`src/rtl/riscv_types.sv`:
```
// Shared types and constants for the boot loader and its word assembler.
package riscv_types;

    typedef enum logic [2:0] {
        ST_IDLE,
        ST_COUNT,
        ST_DATA,
        ST_CHECK,
        ST_RUN,
        ST_ERR
    } loader_state_e;

    localparam logic [7:0] SYNC_BYTE = 8'hA5;

endpackage

```
`src/rtl/boot_word_asm.sv`:
```
// Byte-lane assembler for the boot loader: places incoming bytes into the
// lane selected by a 2-bit byte index, keeps a running XOR of every data
// byte, and flags the byte that completes a little-endian word.
module boot_word_asm #(
    parameter int WIDTH = 32
) (
    input  logic             clk_i,
    input  logic             rst_ni,
    input  logic             clear_i,
    input  logic             valid_i,
    input  logic [7:0]       byte_i,
    output logic [WIDTH-1:0] word_o,
    output logic [7:0]       checksum_o,
    output logic             word_done_o
);

    logic [WIDTH-1:0] lanes_q;
    logic [1:0]       byteIdx_q;
    logic [7:0]       xorSum_q;

    // Current word with the incoming byte dropped into its lane, so the
    // completing byte is already visible in the word handed to memory.
    always_comb begin
        word_o = lanes_q;
        for (int i = 0; i < 4; i++) begin
            if (byteIdx_q == 2'(i)) begin
                word_o[8*i +: 8] = byte_i;
            end
        end
    end

    assign word_done_o = valid_i && (byteIdx_q == 2'd3);
    assign checksum_o  = xorSum_q;

    // Lane register, byte index and running checksum; cleared at frame start.
    always_ff @(posedge clk_i or negedge rst_ni) begin
        if (!rst_ni) begin
            lanes_q   <= '0;
            byteIdx_q <= '0;
            xorSum_q  <= '0;
        end else if (clear_i) begin
            lanes_q   <= '0;
            byteIdx_q <= '0;
            xorSum_q  <= '0;
        end else if (valid_i) begin
            lanes_q   <= word_o;
            byteIdx_q <= byteIdx_q + 2'd1;
            xorSum_q  <= xorSum_q ^ byte_i;
        end
    end

endmodule

```
`src/rtl/boot_loader.sv`:
```
// Serial boot loader: parses SYNC / count / data / checksum frames from a
// byte stream, writes assembled words into instruction memory, and releases
// the core from reset only after a frame's checksum has been verified.
module boot_loader
    import riscv_types::*;
#(
    parameter int         WIDTH = 32,
    parameter int         INDEX = 6,
    parameter logic [7:0] SYNC  = SYNC_BYTE
) (
    input  logic             clk_in,
    input  logic             rst_in,
    input  logic [7:0]       rx_data_in,
    input  logic             rx_valid_in,
    output logic             rx_ready_out,
    output logic             imem_we_out,
    output logic [INDEX-1:0] imem_addr_out,
    output logic [WIDTH-1:0] imem_data_out,
    output logic             core_nrst_out,
    output logic             done_out,
    output logic             error_out
);

    localparam int unsigned MAX_WORDS = 1 << INDEX;

    loader_state_e    state_q, state_d;
    logic             rxReady_q;
    logic             imemWe_q;
    logic [INDEX-1:0] imemAddr_q;
    logic [WIDTH-1:0] imemData_q;
    logic             coreNrst_q;
    logic             done_q;
    logic             error_q;
    logic [INDEX:0]   count_q;
    logic [INDEX:0]   wordAddr_q;
    logic [INDEX:0]   wordAddrInc;

    logic             accept;
    logic             countOk;
    logic             asmClear;
    logic             asmValid;
    logic             wordDone;
    logic [WIDTH-1:0] asmWord;
    logic [7:0]       checksum;

    assign accept      = rx_valid_in && rxReady_q;
    assign countOk     = (rx_data_in != 8'd0) && (32'(rx_data_in) <= MAX_WORDS);
    assign asmClear    = (state_q == ST_COUNT) && accept && countOk;
    assign asmValid    = (state_q == ST_DATA) && accept;
    assign wordAddrInc = wordAddr_q + (INDEX+1)'(1);

    boot_word_asm #(
        .WIDTH(WIDTH)
    ) u_word_asm (
        .clk_i      (clk_in),
        .rst_ni     (rst_in),
        .clear_i    (asmClear),
        .valid_i    (asmValid),
        .byte_i     (rx_data_in),
        .word_o     (asmWord),
        .checksum_o (checksum),
        .word_done_o(wordDone)
    );

    // Next-state decision for the frame parser.
    always_comb begin
        state_d = state_q;
        case (state_q)
            ST_IDLE:  if (accept && rx_data_in == SYNC) state_d = ST_COUNT;
            ST_COUNT: if (accept) state_d = countOk ? ST_DATA : ST_ERR;
            ST_DATA:  if (wordDone && wordAddrInc == count_q) state_d = ST_CHECK;
            ST_CHECK: if (accept) state_d = (rx_data_in == checksum) ? ST_RUN : ST_ERR;
            ST_RUN:   state_d = ST_RUN;
            ST_ERR:   if (accept && rx_data_in == SYNC) state_d = ST_COUNT;
            default:  state_d = ST_IDLE;
        endcase
    end

    // State register plus all registered outputs, memory write pulse and counters.
    always_ff @(posedge clk_in or negedge rst_in) begin
        if (!rst_in) begin
            state_q    <= ST_IDLE;
            rxReady_q  <= 1'b0;
            imemWe_q   <= 1'b0;
            imemAddr_q <= '0;
            imemData_q <= '0;
            coreNrst_q <= 1'b0;
            done_q     <= 1'b0;
            error_q    <= 1'b0;
            count_q    <= '0;
            wordAddr_q <= '0;
        end else begin
            state_q    <= state_d;
            rxReady_q  <= (state_d != ST_RUN);
            done_q     <= (state_d == ST_RUN);
            error_q    <= (state_d == ST_ERR);
            coreNrst_q <= (state_q == ST_RUN);
            imemWe_q   <= wordDone;
            if (asmClear) begin
                count_q    <= (INDEX+1)'(rx_data_in);
                wordAddr_q <= '0;
            end
            if (wordDone) begin
                imemAddr_q <= wordAddr_q[INDEX-1:0];
                imemData_q <= asmWord;
                wordAddr_q <= wordAddrInc;
            end
        end
    end

    assign rx_ready_out  = rxReady_q;
    assign imem_we_out   = imemWe_q;
    assign imem_addr_out = imemAddr_q;
    assign imem_data_out = imemData_q;
    assign core_nrst_out = coreNrst_q;
    assign done_out      = done_q;
    assign error_out     = error_q;

endmodule

```
`config.mk`:
```
export PLATFORM = sky130hd
export DESIGN_NAME = boot_loader
export DESIGN_NICKNAME = d
export VERILOG_FILES = /design/src/rtl/riscv_types.sv /design/src/rtl/boot_word_asm.sv /design/src/rtl/boot_loader.sv
export SDC_FILE = /design/constraint.sdc
export NUM_CORES = 1
export LEC_CHECK = 0
export ABC_AREA = 1
export CELL_PAD_IN_SITES_DETAIL_PLACEMENT = 0
export CELL_PAD_IN_SITES_GLOBAL_PLACEMENT = 1
export CORE_MARGIN = 2
export CORE_UTILIZATION = 39
export CTS_CLUSTER_SIZE = 10
export DETAILED_ROUTE_END_ITERATION = 8
export PLACE_DENSITY_LB_ADDON = 0.1
export SLEW_MARGIN = 10
export SYNTH_ARGS = -nofsm -noshare
export SYNTH_HDL_FRONTEND = slang
export SYNTH_SLANG_ARGS = --single-unit
```
`constraint.sdc`:
```
create_clock -name clk_in -period 3.4 [get_ports clk_in]
set_input_delay 0.51 -clock clk_in [delete_from_list [all_inputs] [get_ports clk_in]]
set_output_delay 0.51 -clock clk_in [all_outputs]
set_load 0.02 [all_outputs]
```
# Word-level counts from Yosys, hierarchy flattened
# Cells that the tools add are included.
[totals]
ff_bits = 102
latch_bits = 0
ramBits = 0
rom_bits = 0
in_bits = 11
mem_count = 0
[classes]
addsub = 2
n_mul = 0
n_div = 0
n_lt_le_gt_ge = 1
eq_ne = 14
shift = 0
n_mux = 19
n_bitwise = 1
n_reduce_logical = 14
[ops]
columns = ["op", "n"]
rows = [
  ["32-bit two-way mux", 2],
  ["8-bit two-way mux", 6],
  ["3-bit two-way mux", 5],
  ["3-bit case mux with 5 select lines", 1],
  ["7-bit two-way mux", 2],
  ["3-bit equality test, second input constant", 4],
  ["8-bit equality test", 1],
  ["8-bit equality test, second input constant", 1],
  ["8-bit by 7-bit <= comparator with 1-bit output, second input constant", 1],
  ["1-bit logical AND", 8],
  ["8-bit nonzero test", 1],
  ["8-bit bitwise XOR", 1],
  ["7-bit by 1-bit adder with 7-bit output, second input constant", 1],
  ["7-bit equality test", 1],
  ["3-bit by 2-bit equality test with 1-bit output, second input constant", 2],
  ["2-bit equality test, second input constant", 2],
  ["2-bit two-way mux", 2],
  ["2-bit nonzero test", 2],
  ["3-bit by 1-bit equality test with 1-bit output, second input constant", 1],
  ["3-bit zero test", 1],
  ["3-bit inequality test, second input constant", 1],
  ["2-bit by 1-bit adder with 2-bit output, second input constant", 1],
  ["2-bit by 1-bit equality test with 1-bit output, second input constant", 1],
  ["2-bit zero test", 1],
  ["other kinds (2)", 2],
]

# Depth between registers and ports, before layout
# Gate-level depths: netlist of the first run.
[depth]
ltp_word = 7
ltp_mapped = 12
mapped_depth_nobuf = 12

# Modules after synthesis
# From an unflattened synthesis of the first run, not the netlist that was laid out.
[unflattened]
hier_cells = 663
hier_area_um2 = 4981.0
[by_module_without_submodules]
columns = ["mod", "n_inst", "cells_each", "area_each_um2", "seq_area_each_um2"]
rows = [
  ["boot_loader", 1, 364, 2825.2, 1501.4],
  ["boot_word_asm", 1, 299, 2155.8, 1051.0],
]

# Worst setup path before layout of the first run
# Ideal clock, no wire load.
[synth_timing]
path_type = "input-to-reg"
start = "input port rx_data_in[2]"
end = "register u_word_asm.xorSum_q[0], in the netlist u_word_asm.checksum_o[0]"
t_arrival_ns = 1.484
required_ns = 3.287
path_slack_ns = 1.803
stages = 11
path_buffers = 3
path_cell_list = "buf_2 nor2_1 nand3_1 nand2_1 nand2_1 nor2_2 nand3_2 buf_6 buf_6 nand2_1 inv_1"
[synth_via]
elab_chain_cells = 4
elab_cells_between_ends = 6
classes_between = "1 x order compare; 1 x mux; 4 x reduce/logical"
[synth_rtl]
columns = ["element", "line_no", "text"]
rows = [
  ["start, declared", "boot_loader.sv:13", "input logic [7:0] rx_data_in,"],
  ["8-bit by 7-bit <= comparator with 1-bit output or 8-bit nonzero test (tied branches)", "boot_loader.sv:47", "assign countOk = (rx_data_in != 8'd0) && (32'(rx_data_in) <= MAX_WORDS);"],
  ["1-bit logical AND *", "boot_loader.sv:47", ""],
  ["1-bit logical AND *", "boot_loader.sv:48", "assign asmClear = (state_q == ST_COUNT) && accept && countOk;"],
  ["8-bit two-way mux or 2-bit nonzero test (tied branches)", "-", ""],
  ["end signal, assigned", "boot_word_asm.sv:48", "xorSum_q <= xorSum_q ^ byte_i;"],
  ["end, declared", "boot_word_asm.sv:19", "logic [7:0] xorSum_q;"],
]
# Mark *: on every way between the ends. The rest lies on a longest branch, timed or not.
# A chain may end at the register's enable or synchronous reset.

# Worst setup path after layout of the first run
[layout_timing]
start = "register state_q[2]"
end = "register u_word_asm.lanes_q[2]"
[layout_via]
elab_chain_cells = 4
elab_cells_between_ends = 7
classes_between = "2 x eq/ne; 1 x mux; 4 x reduce/logical"
[layout_rtl]
columns = ["element", "line_no", "text"]
rows = [
  ["start, declared", "boot_loader.sv:26", "loader_state_e state_q, state_d;"],
  ["start signal, assigned", "boot_loader.sv:93", "state_q <= state_d;"],
  ["3-bit by 1-bit equality test with 1-bit output", "boot_loader.sv:48", ""],
  ["1-bit logical AND (2 in series)", "boot_loader.sv:48", ""],
  ["32-bit two-way mux or 2-bit nonzero test (tied branches)", "-", ""],
  ["end signal, assigned", "boot_word_asm.sv:46", "lanes_q <= word_o;"],
  ["end, declared", "boot_word_asm.sv:17", "logic [WIDTH-1:0] lanes_q;"],
]
# Several ways; a longest one is shown, not always the timed one.

==> flow_summary.yaml, run 1 <==
run_status:
  status: "complete, but fails checks"
  violated_checks: "design-rule violations"
finish:
  stdcell_area_um2: 5560
  antenna_cells: 0
  final_layout_size_suffix_gt1_frac: 0.0558
  finalNonFillerCells: 824
  syn_to_final_growth_pct: 20.2
  finalNetCount: 692
sta:
  setup_viol: 0
  hold_violations: 0
  rsz0062_at_grt: "no"
  worst_slew_margin_rel: 0.474
  totalNegativeSetupSlack_ns: 0
  timing.fmax_ghz: 0.455
  fin_crit_ns: 2.20
  clock-skew-final_ns: 0.00934
  worst_pin_slew_ns: 0.789
  layout_worst_path_cycle_share: 0.646
  timing.final.max_slew_violations: 0
yosys:
  synthesized_area_fraction_occupied_by_and_or_nand_nor_cells: 0.271
  synth_flop_cell: "sky130_fd_sc_hd__dfrtp_1"
  ys_seq_elements: 94
  synth.mux.area_fraction: 0
  synth_xor_xnor_area_share: 0.00189
  unique_masters_post_synth: 25
  netlist_area_um2: 4620
  async_flop_share: 1.00
  synth_compound_area_frac: 0.0880
  post_synth_fa_ha_maj_area_fraction: 0.0135
  syn-num-nets: 646
  syn_avg_cell_area_um2: 7.34
  synth_enable_flop_cells: 0
  proportion_of_synthesized_chip_area_in_sequential_cells: 0.509
  synth_top_family_by_area: "simple AND/OR/NAND/NOR gates"
  syn-instance-count: 630
  ys.warnings.count: 0
worst_setup_path:
  critical-path-max-stage-delay_ns: 0.66
  crit_slowest_cell: "sky130_fd_sc_hd__inv_2"
  worst_setup_path_end_kind: "flip-flop"
  path_cells: "nor3_2 -> nand2_2 -> inv_2 -> nand2_1 -> o21ai_1 -> nand2_1 -> inv_1"
  r2r_setup_slack_ns: 1.20
  timing.critical_path.max_delay_family: "simple AND/OR/NAND/NOR gates"
  critical_path_arrival_ns: 2.49
  critical_path.n_buffers_inverters: 2
  path_max_fanout: 51
  worstSetupPathType: "flip-flop to flip-flop"
  worst-endpoint-required_ns: 3.69
  critical-path-top-cell-by-count: "sky130_fd_sc_hd__nand2_1"
  crit_path_start_kind: "flip-flop"
detailed_routing:
  drc: 2
  totalWireLength_um: 11300
  num_vias: 3888
  final_antenna_net_count: 0
  route.detailed.vias_per_inst: 4.72
  drt_pre_antenna_iters: 7
  detail_route.wl_per_cell_um: 13.7
  detailedRoute.firstIterationViolations: 268
grt:
  globalRouteOverflowTotal: 0
  antenna_found_initial: 0
  groute.usage.overall: 0.190
  first_global_vias: 3887
  grt_start_max_net_pins: 60
  grt_first_pass_wirelength_um: 19000
clocking:
  cts.reportedPaths.clkPinSlew_ns: 0.06
  ctsHtreeMaxLevel: 3
  ctsResizeCount: 0
  cts_tree: "built"
  clock_tree.buffer_depth: 2
  insertion_delay_ns: 0.35
  clock_tree.root_cell: "sky130_fd_sc_hd__clkbuf_16"
  numCtsBuffers: 9
  postCtsHoldBufs: 0
  tritoncts_sinks: 94
  cts_post_setup_buffers_inserted: 0
floorplan:
  die-area_um2: 12700
  floorplan.core_area_um2: 11500
  floorplan.die.height_um: 113
  ios: 54
  die_width_um: 113
  fp-row-count: 39
  initial_utilization: 0.401
place:
  post-dp-hpwl_um: 7520
  io_buffers: 53
  gp_congestion: 0.766
  placed_cell_area_um2: 5270
  dp_cells: 808
power:
  power.switching_fraction: 0.362
  share_seq_of_total_power: 0.396
  power_report.internal_total_w: 0.00249
  power_leakage_nw: 2.97
  power.clock.fraction: 0.257
  p_total_w: 0.00390
  power-per-cell-area_nw_per_um2: 702
  switchingPower_w: 0.00141
  share_comb_of_total_power: 0.348
  peakVddDrop_mv: 0.332
job:
  max_cap_viol_count: 0
min_path:
  worstHoldPathType: "primary input to asynchronous set/reset pin"
## power groups by stage
| stage | logic [W] | clock network [W] | registers [W] |
|---|---|---|---|
| 6_report | 0.00136 | 0.00100 | 0.00154 |
| 5_1_grt | 0.00157 | 0.00109 | 0.00158 |
| 4_1_cts | 0.00137 | 0.00104 | 0.00155 |
| 3_5_place_dp | 0.00136 | 0 | 0.00157 |
| 3_3_place_gp | 0.00134 | 0 | 0.00156 |
| 2_1_floorplan | 0.000876 | 0 | 0.00163 |
## registers in the layout, summed over array words and instances (netlist names), 2 cells and up
register	flops
imem_data_out	32
wordAddr_q	7
imem_addr_out	6
state_q	3
u_word_asm.checksum_o	8
u_word_asm.lanes_q	24
u_word_asm.byteIdx_q	2
count_q	7
## synthesized netlist by cell type (2+ instances only)
library cell,instances,area (um^2)
sky130_fd_sc_hd__inv_1,94,353
sky130_fd_sc_hd__nand2_2,2,12.5
sky130_fd_sc_hd__ha_1,5,62.6
sky130_fd_sc_hd__dfrtp_1,94,2350
sky130_fd_sc_hd__buf_2,16,80.1
sky130_fd_sc_hd__buf_6,3,33.8
sky130_fd_sc_hd__nand2_1,273,1020
sky130_fd_sc_hd__o21ai_1,19,95.1
sky130_fd_sc_hd__nand4_1,2,12.5
sky130_fd_sc_hd__nor2_1,27,101
sky130_fd_sc_hd__nand3_1,13,65.1
sky130_fd_sc_hd__o21ai_0,51,255
sky130_fd_sc_hd__clkbuf_1,8,30.0
sky130_fd_sc_hd__o22ai_1,6,37.5
sky130_fd_sc_hd__inv_2,5,18.8
sky130_fd_sc_hd__buf_4,3,22.5
## logic make-up (layout without fill, tap and decap cells)
group / Yosys count / in the layout
buffers and inverters: 129 / 180
adder cells (fa/ha/maj): 5 / 5
XOR/XNOR: 1 / 1
AO/OA/AOI/OAI: 79 / 79
flip-flops: 94 / 94
AND/OR/NAND/NOR: 322 / 322
## worst reg2reg max path, stage by stage (launching register included)
cell and delay (ns):
sky130_fd_sc_hd__dfrtp_1 0.45, sky130_fd_sc_hd__nor3_2 0.38, sky130_fd_sc_hd__nand2_2 0.29, sky130_fd_sc_hd__inv_2 0.66, sky130_fd_sc_hd__nand2_1 0.12, sky130_fd_sc_hd__o21ai_1 0.11, sky130_fd_sc_hd__nand2_1 0.08, sky130_fd_sc_hd__inv_1 0.05
## final timing paths
path / startpoint / end / depth (start not counted)
setup / recovery: state_q[2] / u_word_asm.lanes_q[2] / 7
hold / removal: rst_in / imem_addr_out[5] / 1
setup reg to reg: state_q[2] / u_word_asm.lanes_q[2] / 7
hold reg to reg: imem_data_out[11] / imem_data_out[11] / 2
max in group asynchronous: rst_in / u_word_asm.lanes_q[12] / 2
min in group clk_in: imem_data_out[11] / imem_data_out[11] / 2
## layout by cell type, fill, tap and decap left out, types with 2 or more instances in the layout
master / netlist / final
sky130_fd_sc_hd__nand2_2: 2 / 2
sky130_fd_sc_hd__clkdlybuf4s50_1: 0 / 52
sky130_fd_sc_hd__buf_4: 3 / 12
sky130_fd_sc_hd__ha_1: 5 / 5
sky130_fd_sc_hd__o21ai_1: 19 / 19
sky130_fd_sc_hd__clkbuf_16: 0 / 9
sky130_fd_sc_hd__clkinvlp_4: 0 / 3
sky130_fd_sc_hd__clkinv_2: 0 / 2
sky130_fd_sc_hd__nor2_1: 27 / 27
sky130_fd_sc_hd__o21ai_0: 51 / 51
sky130_fd_sc_hd__nand2_1: 273 / 273
sky130_fd_sc_hd__o22ai_1: 6 / 6
sky130_fd_sc_hd__dfrtp_1: 94 / 94
sky130_fd_sc_hd__inv_2: 5 / 5
sky130_fd_sc_hd__inv_1: 94 / 94
sky130_fd_sc_hd__nand3_1: 13 / 13
sky130_fd_sc_hd__nand4_1: 2 / 2
## layout make-up
type	instances	area [um^2]
clock inverters	6	62.6
inverters	99	372
repair buffers	65	631
clock buffers	10	229
multi-input cells	407	1730
flip-flops and latches	94	2350
fillers	1192	5960
well taps	143	179
## layer usage
metal  global-route usage  vias up  share of wire
met5                    0        -              0
met4               0.0455        0         0.0062
met3               0.0546        4          0.041
met2                0.335       54           0.51
met1                0.231     1847           0.44
li1                     -     1983              -
## stage by stage
| stage | hold slack, ns | utilization | worst slack [ns] |
|---|---|---|---|
| floorplan | 0.214 | - | 1.80 |
| global placement | 0.463 | 0.457 | 0.861 |
| detailed placement | 0.464 | 0.457 | 0.875 |
| CTS | 0.261 | 0.483 | 1.19 |
| global route | 0.298 | 0.483 | 0.927 |
| finish | 0.215 | 0.483 | 1.20 |
Power figures use the tool's default switching activity.
==> run 2: changes to the inputs <==
clock period = 2.12 ns   (was 3.4 ns; I/O delays follow)
==> run 2 against run 1 <==
The run still ends with design-rule violations left. Critical path depth grew 4. Sequential share of layout area shrank 0.88 points. Clock skew grew 0.0011 ns. Die area is the same. Total power grew 62%. Global-route usage grew 0.35 points. Setup slack lost 0.86 ns. First-iteration DRC count shrank 35%. Worst hold slack gained 0.25 ns. Non-clock buffer count grew 10. Final cell count grew 1.2%. Critical endpoint is now rx_ready_out.
==> flow_summary.yaml, run 2 (synthesis gave the netlist of run 1 again) <==
sta:
  worst_pin_slew_ns: 0.543
  rsz0062_at_grt: "no"
  clock-skew-final_ns: 0.0105
  worst_slew_margin_rel: 0.638
  hold_violations: 0
  fin_crit_ns: 1.78
  totalNegativeSetupSlack_ns: 0
  fin_hold_ws_ns: 0.466
  timing.final.max_slew_violations: 0
  layout_worst_path_cycle_share: 0.839
  timing.fmax_ghz: 0.562
  postLayoutSetupSlackWorst_ns: 0.341
  setup_viol: 0
clocking:
  insertion_delay_ns: 0.35
  ctsResizeCount: 0
  cts_post_setup_buffers_inserted: 0
  ctsHtreeMaxLevel: 3
  cts_tree: "built"
  postCtsHoldBufs: 1
  numCtsBuffers: 9
  cts.reportedPaths.clkPinSlew_ns: 0.07
  clock_tree.root_cell: "sky130_fd_sc_hd__clkbuf_16"
  clock_tree.buffer_depth: 2
  tritoncts_sinks: 94
floorplan:
  floorplan.core_area_um2: 11500
  die_width_um: 113
  initial_utilization: 0.401
  ios: 54
  die-area_um2: 12700
  fp-row-count: 39
  floorplan.die.height_um: 113
job:
  max_cap_viol_count: 0
power:
  power-per-cell-area_nw_per_um2: 1110
  peakVddDrop_mv: 0.402
  power_leakage_nw: 3.03
detailed_routing:
  drt_pre_antenna_iters: 7
  totalWireLength_um: 11300
  route.detailed.vias_per_inst: 4.67
  detail_route.wl_per_cell_um: 13.6
  final_antenna_net_count: 0
  num_vias: 3896
  drc: 2
  detailedRoute.firstIterationViolations: 174
finish:
  layout.cells.most_common: "sky130_fd_sc_hd__nand2_1"
  final_util: 0.493
  syn_to_final_growth_pct: 22.8
  final_layout_size_suffix_gt1_frac: 0.0651
  antenna_cells: 0
  mostFrequentLayoutCells: "273 x sky130_fd_sc_hd__nand2_1, 94 x sky130_fd_sc_hd__inv_1, 94 x sky130_fd_sc_hd__dfrtp_1"
  largest_reg_flops: 32
  finalNetCount: 702
run_status:
  status: "complete, but fails checks"
  violated_checks: "design-rule violations"
grt:
  met3_usage_in_global_routing: 0.0268
  grt.busiest_layer: "met2"
  globalRouteMet1Util: 0.267
  grt_first_pass_wirelength_um: 19300
  antenna_found_initial: 0
  groute.usage.overall: 0.194
  grt_start_max_net_pins: 52
  globalRouteOverflowTotal: 0
  first_global_vias: 3886
  grt.met2_usage: 0.311
worst_setup_path:
  crit_path_start_kind: "primary input"
  critical-path-max-stage-delay_ns: 0.65
  critical_path_arrival_ns: 1.98
  worst-endpoint-required_ns: 2.32
  path_cells: "clkdlybuf4s50_1 -> inv_1 -> nand2_1 -> nand2_1 -> nand2_1 -> nor2_1 -> nand2_1 -> nand2_1 -> nand3_1 -> nor2_1 -> nand3_1"
  crit_slowest_cell: "sky130_fd_sc_hd__clkdlybuf4s50_1"
  worst_setup_path_end_kind: "flip-flop"
  critical-path-top-cell-by-count: "sky130_fd_sc_hd__nand2_1"
  worstSetupPathType: "primary input to flip-flop"
  r2r_setup_slack_ns: 0.41
  path_max_fanout: 9
place:
  io_buffers: 53
  post-dp-hpwl_um: 7690
  gp_congestion: 0.797
  place_worst_setup_slack_ns: -0.0571
min_path:
  worstHoldPathType: "primary input to asynchronous set/reset pin"
[run 2: area by class of cell]
type	count	area, um^2
clock buffers	13	250
clock inverters	3	43.8
fillers	1156	5840
inverters	99	372
multi-input cells	407	1730
flip-flops and latches	94	2350
well taps	143	179
repair buffers	75	746
[run 2: metal layers]
layer | routed length (um) | vias to the layer above
met1 | 5360 | 1813
met4 | 92 | 0
met2 | 5470 | 69
met5 | 0 | -
met3 | 395 | 6
li1 | - | 2008
[run 2: worst max-delay path, delay by kind of cell]
family	cells	cell delay (ns)
buffers and inverters	2	0.85
and+or+nand+nor	9	0.82
[run 2: where the power goes]
part / internal (W) / switching, W / leakage (nW)
Clock: 0.000949 / 0.000690 / 0.144
Combinational: 0.000854 / 0.00136 / 1.74
Sequential: 0.00224 / 0.000226 / 1.15
Total: 0.00404 / 0.00227 / 3.03
[run 2: stage by stage]
stage	instance area [um^2]	std cells	total power, W
after detailed placement	5370	817	0.00472
after global placement	5370	817	0.00468
after CTS	5680	834	0.00639
after global routing	5680	834	0.00682
final	5680	834	0.00632
after floorplan	4620	630	0.00402
[run 2: path summary, 6_finish.rpt]
| kind | to | cells past startpoint | startpoint |
|---|---|---|---|
| worst max-delay path | rx_ready_out | 11 | rx_data_in[6] |
| worst min-delay path | imem_addr_out[4] | 2 | rst_in |
| worst max register to register | imem_data_out[30] | 7 | u_word_asm.byteIdx_q[0] |
| worst min register to register | imem_data_out[0] | 2 | imem_data_out[0] |
| max in group asynchronous | imem_data_out[8] | 3 | rst_in |
| min in group clk_in | imem_data_out[0] | 2 | imem_data_out[0] |
==> run 3: changes to the inputs <==
clock period = 1.7 ns   (was 2.12 ns; I/O delays follow)
==> run 3 against run 2 <==
The run still ends with design-rule violations left. Combinational power up 39%. Clock skew down 0.0043 ns. First-iteration DRC count up 10%. Critical path depth down 10. Non-clock buffer count up 23. Sequential power up 25%. Final cell count up 2.6%. Sequential cell count unchanged. Cell area up 5.2%. Worst hold slack worse by 0.084 ns. Wire length up 1.5%. Critical path type is now flip-flop to output port. Largest cell class unchanged. Highest routed layer unchanged.
==> flow_summary.yaml, run 3 (synthesis gave the netlist of run 1 again) <==
place:
  gp_congestion: 0.868
  io_buffers: 53
  post-dp-hpwl_um: 7960
  place_worst_setup_slack_ns: -0.297
floorplan:
  floorplan.die.height_um: 113
  die-area_um2: 12700
  ios: 54
  initial_utilization: 0.401
  die_width_um: 113
  floorplan.core_area_um2: 11500
  fp-row-count: 39
power:
  peakVddDrop_mv: 0.519
  power_report.internal_total_w: 0.00532
  share_seq_of_total_power: 0.374
  power.clock.fraction: 0.255
  power.switching_fraction: 0.357
  p_total_w: 0.00827
  power-per-cell-area_nw_per_um2: 1390
  switchingPower_w: 0.00295
  share_comb_of_total_power: 0.371
  power_leakage_nw: 3.19
worst_setup_path:
  timing.critical_path.max_delay_family: "buffers and inverters"
  path_max_fanout: 2
  critical-path-max-stage-delay_ns: 0.61
  worst_setup_path_end_kind: "output port"
  critical_path_arrival_ns: 1.33
  worst-endpoint-required_ns: 1.44
  critical_path.n_buffers_inverters: 1
  r2r_setup_slack_ns: 0.13
  path_cells: "clkdlybuf4s50_1"
  crit_slowest_cell: "sky130_fd_sc_hd__clkdlybuf4s50_1"
  worstSetupPathType: "flip-flop to output port"
  crit_path_start_kind: "flip-flop"
sta:
  clock-skew-final_ns: 0.00614
  layout_worst_path_cycle_share: 0.930
  postLayoutSetupSlackWorst_ns: 0.120
  rsz0062_at_grt: "yes"
  timing.final.max_slew_violations: 0
  worst_pin_slew_ns: 0.513
  fin_crit_ns: 1.58
  fin_hold_ws_ns: 0.382
  timing.fmax_ghz: 0.633
  setup_viol: 0
  worst_slew_margin_rel: 0.658
  hold_violations: 0
finish:
  antenna_cells: 0
  largest_reg_flops: 32
  layout.cells.most_common: "sky130_fd_sc_hd__nand2_1"
  syn_to_final_growth_pct: 29.1
  mostFrequentLayoutCells: "272 x sky130_fd_sc_hd__nand2_1, 93 x sky130_fd_sc_hd__inv_1, 93 x sky130_fd_sc_hd__dfrtp_1"
  final_layout_size_suffix_gt1_frac: 0.114
  finalNetCount: 725
clocking:
  clock_tree.buffer_depth: 2
  cts_tree: "built"
  clock_tree.root_cell: "sky130_fd_sc_hd__clkbuf_16"
  insertion_delay_ns: 0.34
  cts.reportedPaths.clkPinSlew_ns: 0.07
  ctsHtreeMaxLevel: 3
  numCtsBuffers: 9
  tritoncts_sinks: 94
grt:
  antenna_found_initial: 0
  groute.usage.overall: 0.194
  grt_start_max_net_pins: 95
  first_global_vias: 4010
  grt_first_pass_wirelength_um: 19600
  globalRouteOverflowTotal: 0
job:
  max_cap_viol_count: 0
detailed_routing:
  detail_route.wl_per_cell_um: 13.4
  num_vias: 3994
  totalWireLength_um: 11500
  drt_pre_antenna_iters: 6
  detailedRoute.firstIterationViolations: 192
  drc: 2
  route.detailed.vias_per_inst: 4.67
  final_antenna_net_count: 0
min_path:
  worstHoldPathType: "primary input to flip-flop"
run_status:
  status: "complete, but fails checks"
  violated_checks: "design-rule violations"
## run 3: path summary, 6_finish.rpt
path / end / startpoint / cells after the start
setup / recovery: imem_data_out[16] / imem_data_out[16] / 1
hold / removal: imem_data_out[29] / rx_data_in[5] / 4
setup reg to reg: error_out / wordAddr_q[1] / 10
hold reg to reg: imem_data_out[0] / imem_data_out[0] / 2
max in group asynchronous: count_q[2] / rst_in / 3
min in group asynchronous: imem_addr_out[3] / rst_in / 3
## run 3: power by group through the flow
stage / Sequential, W / Combinational (W) / Clock, W
finish: 0.00309 / 0.00307 / 0.00211
global route: 0.00317 / 0.00353 / 0.00226
CTS: 0.00308 / 0.00298 / 0.00217
detailed placement: 0.00312 / 0.00295 / 0
global placement: 0.00310 / 0.00292 / 0
floorplan: 0.00326 / 0.00175 / 0
## run 3: final cells by class
class,count,area [um^2]
clock inverter,3,42.5
fill,1135,5550
inverter,99,372
clock buffer,12,267
tap,143,179
multi-input combinational,407,1790
sequential,94,2350
timing repair buffer,98,968
## run 3: repair_timing
action,4_1_cts,5_1_grt
hold buffers,1,0
endpoints found under the setup margin,0,30
resized for setup,0,18
buffers inserted,0,2
hold endpoints to repair,77,0
## run 3: per-layer routing
layer / up-vias / GRT usage / wire length (um)
met3: 11 / 0.0396 / 368
li1: 2050 / - / -
met1: 1873 / 0.256 / 5400
met5: - / 0 / 0
met4: 0 / 0.0593 / 160
met2: 60 / 0.324 / 5570
## run 3: worst min-delay path: cells and delay by family
kind / cells / cell delay [ns]
buffers and inverters: 2 / 0.33
and+or+nand+nor: 2 / 0.10
## run 3: per-stage QoR
stage / cells / area, um^2 / setup TNS [ns] / utilization
finish: 856 / 5970 / 0 / 0.518
global route: 856 / 5970 / -0.0601 / 0.518
CTS: 854 / 5890 / 0 / 0.511
detailed placement: 838 / 5570 / -11.64 / 0.483
global placement: 838 / 5570 / -11.21 / 0.483
floorplan: 630 / 4620 / 0 / -
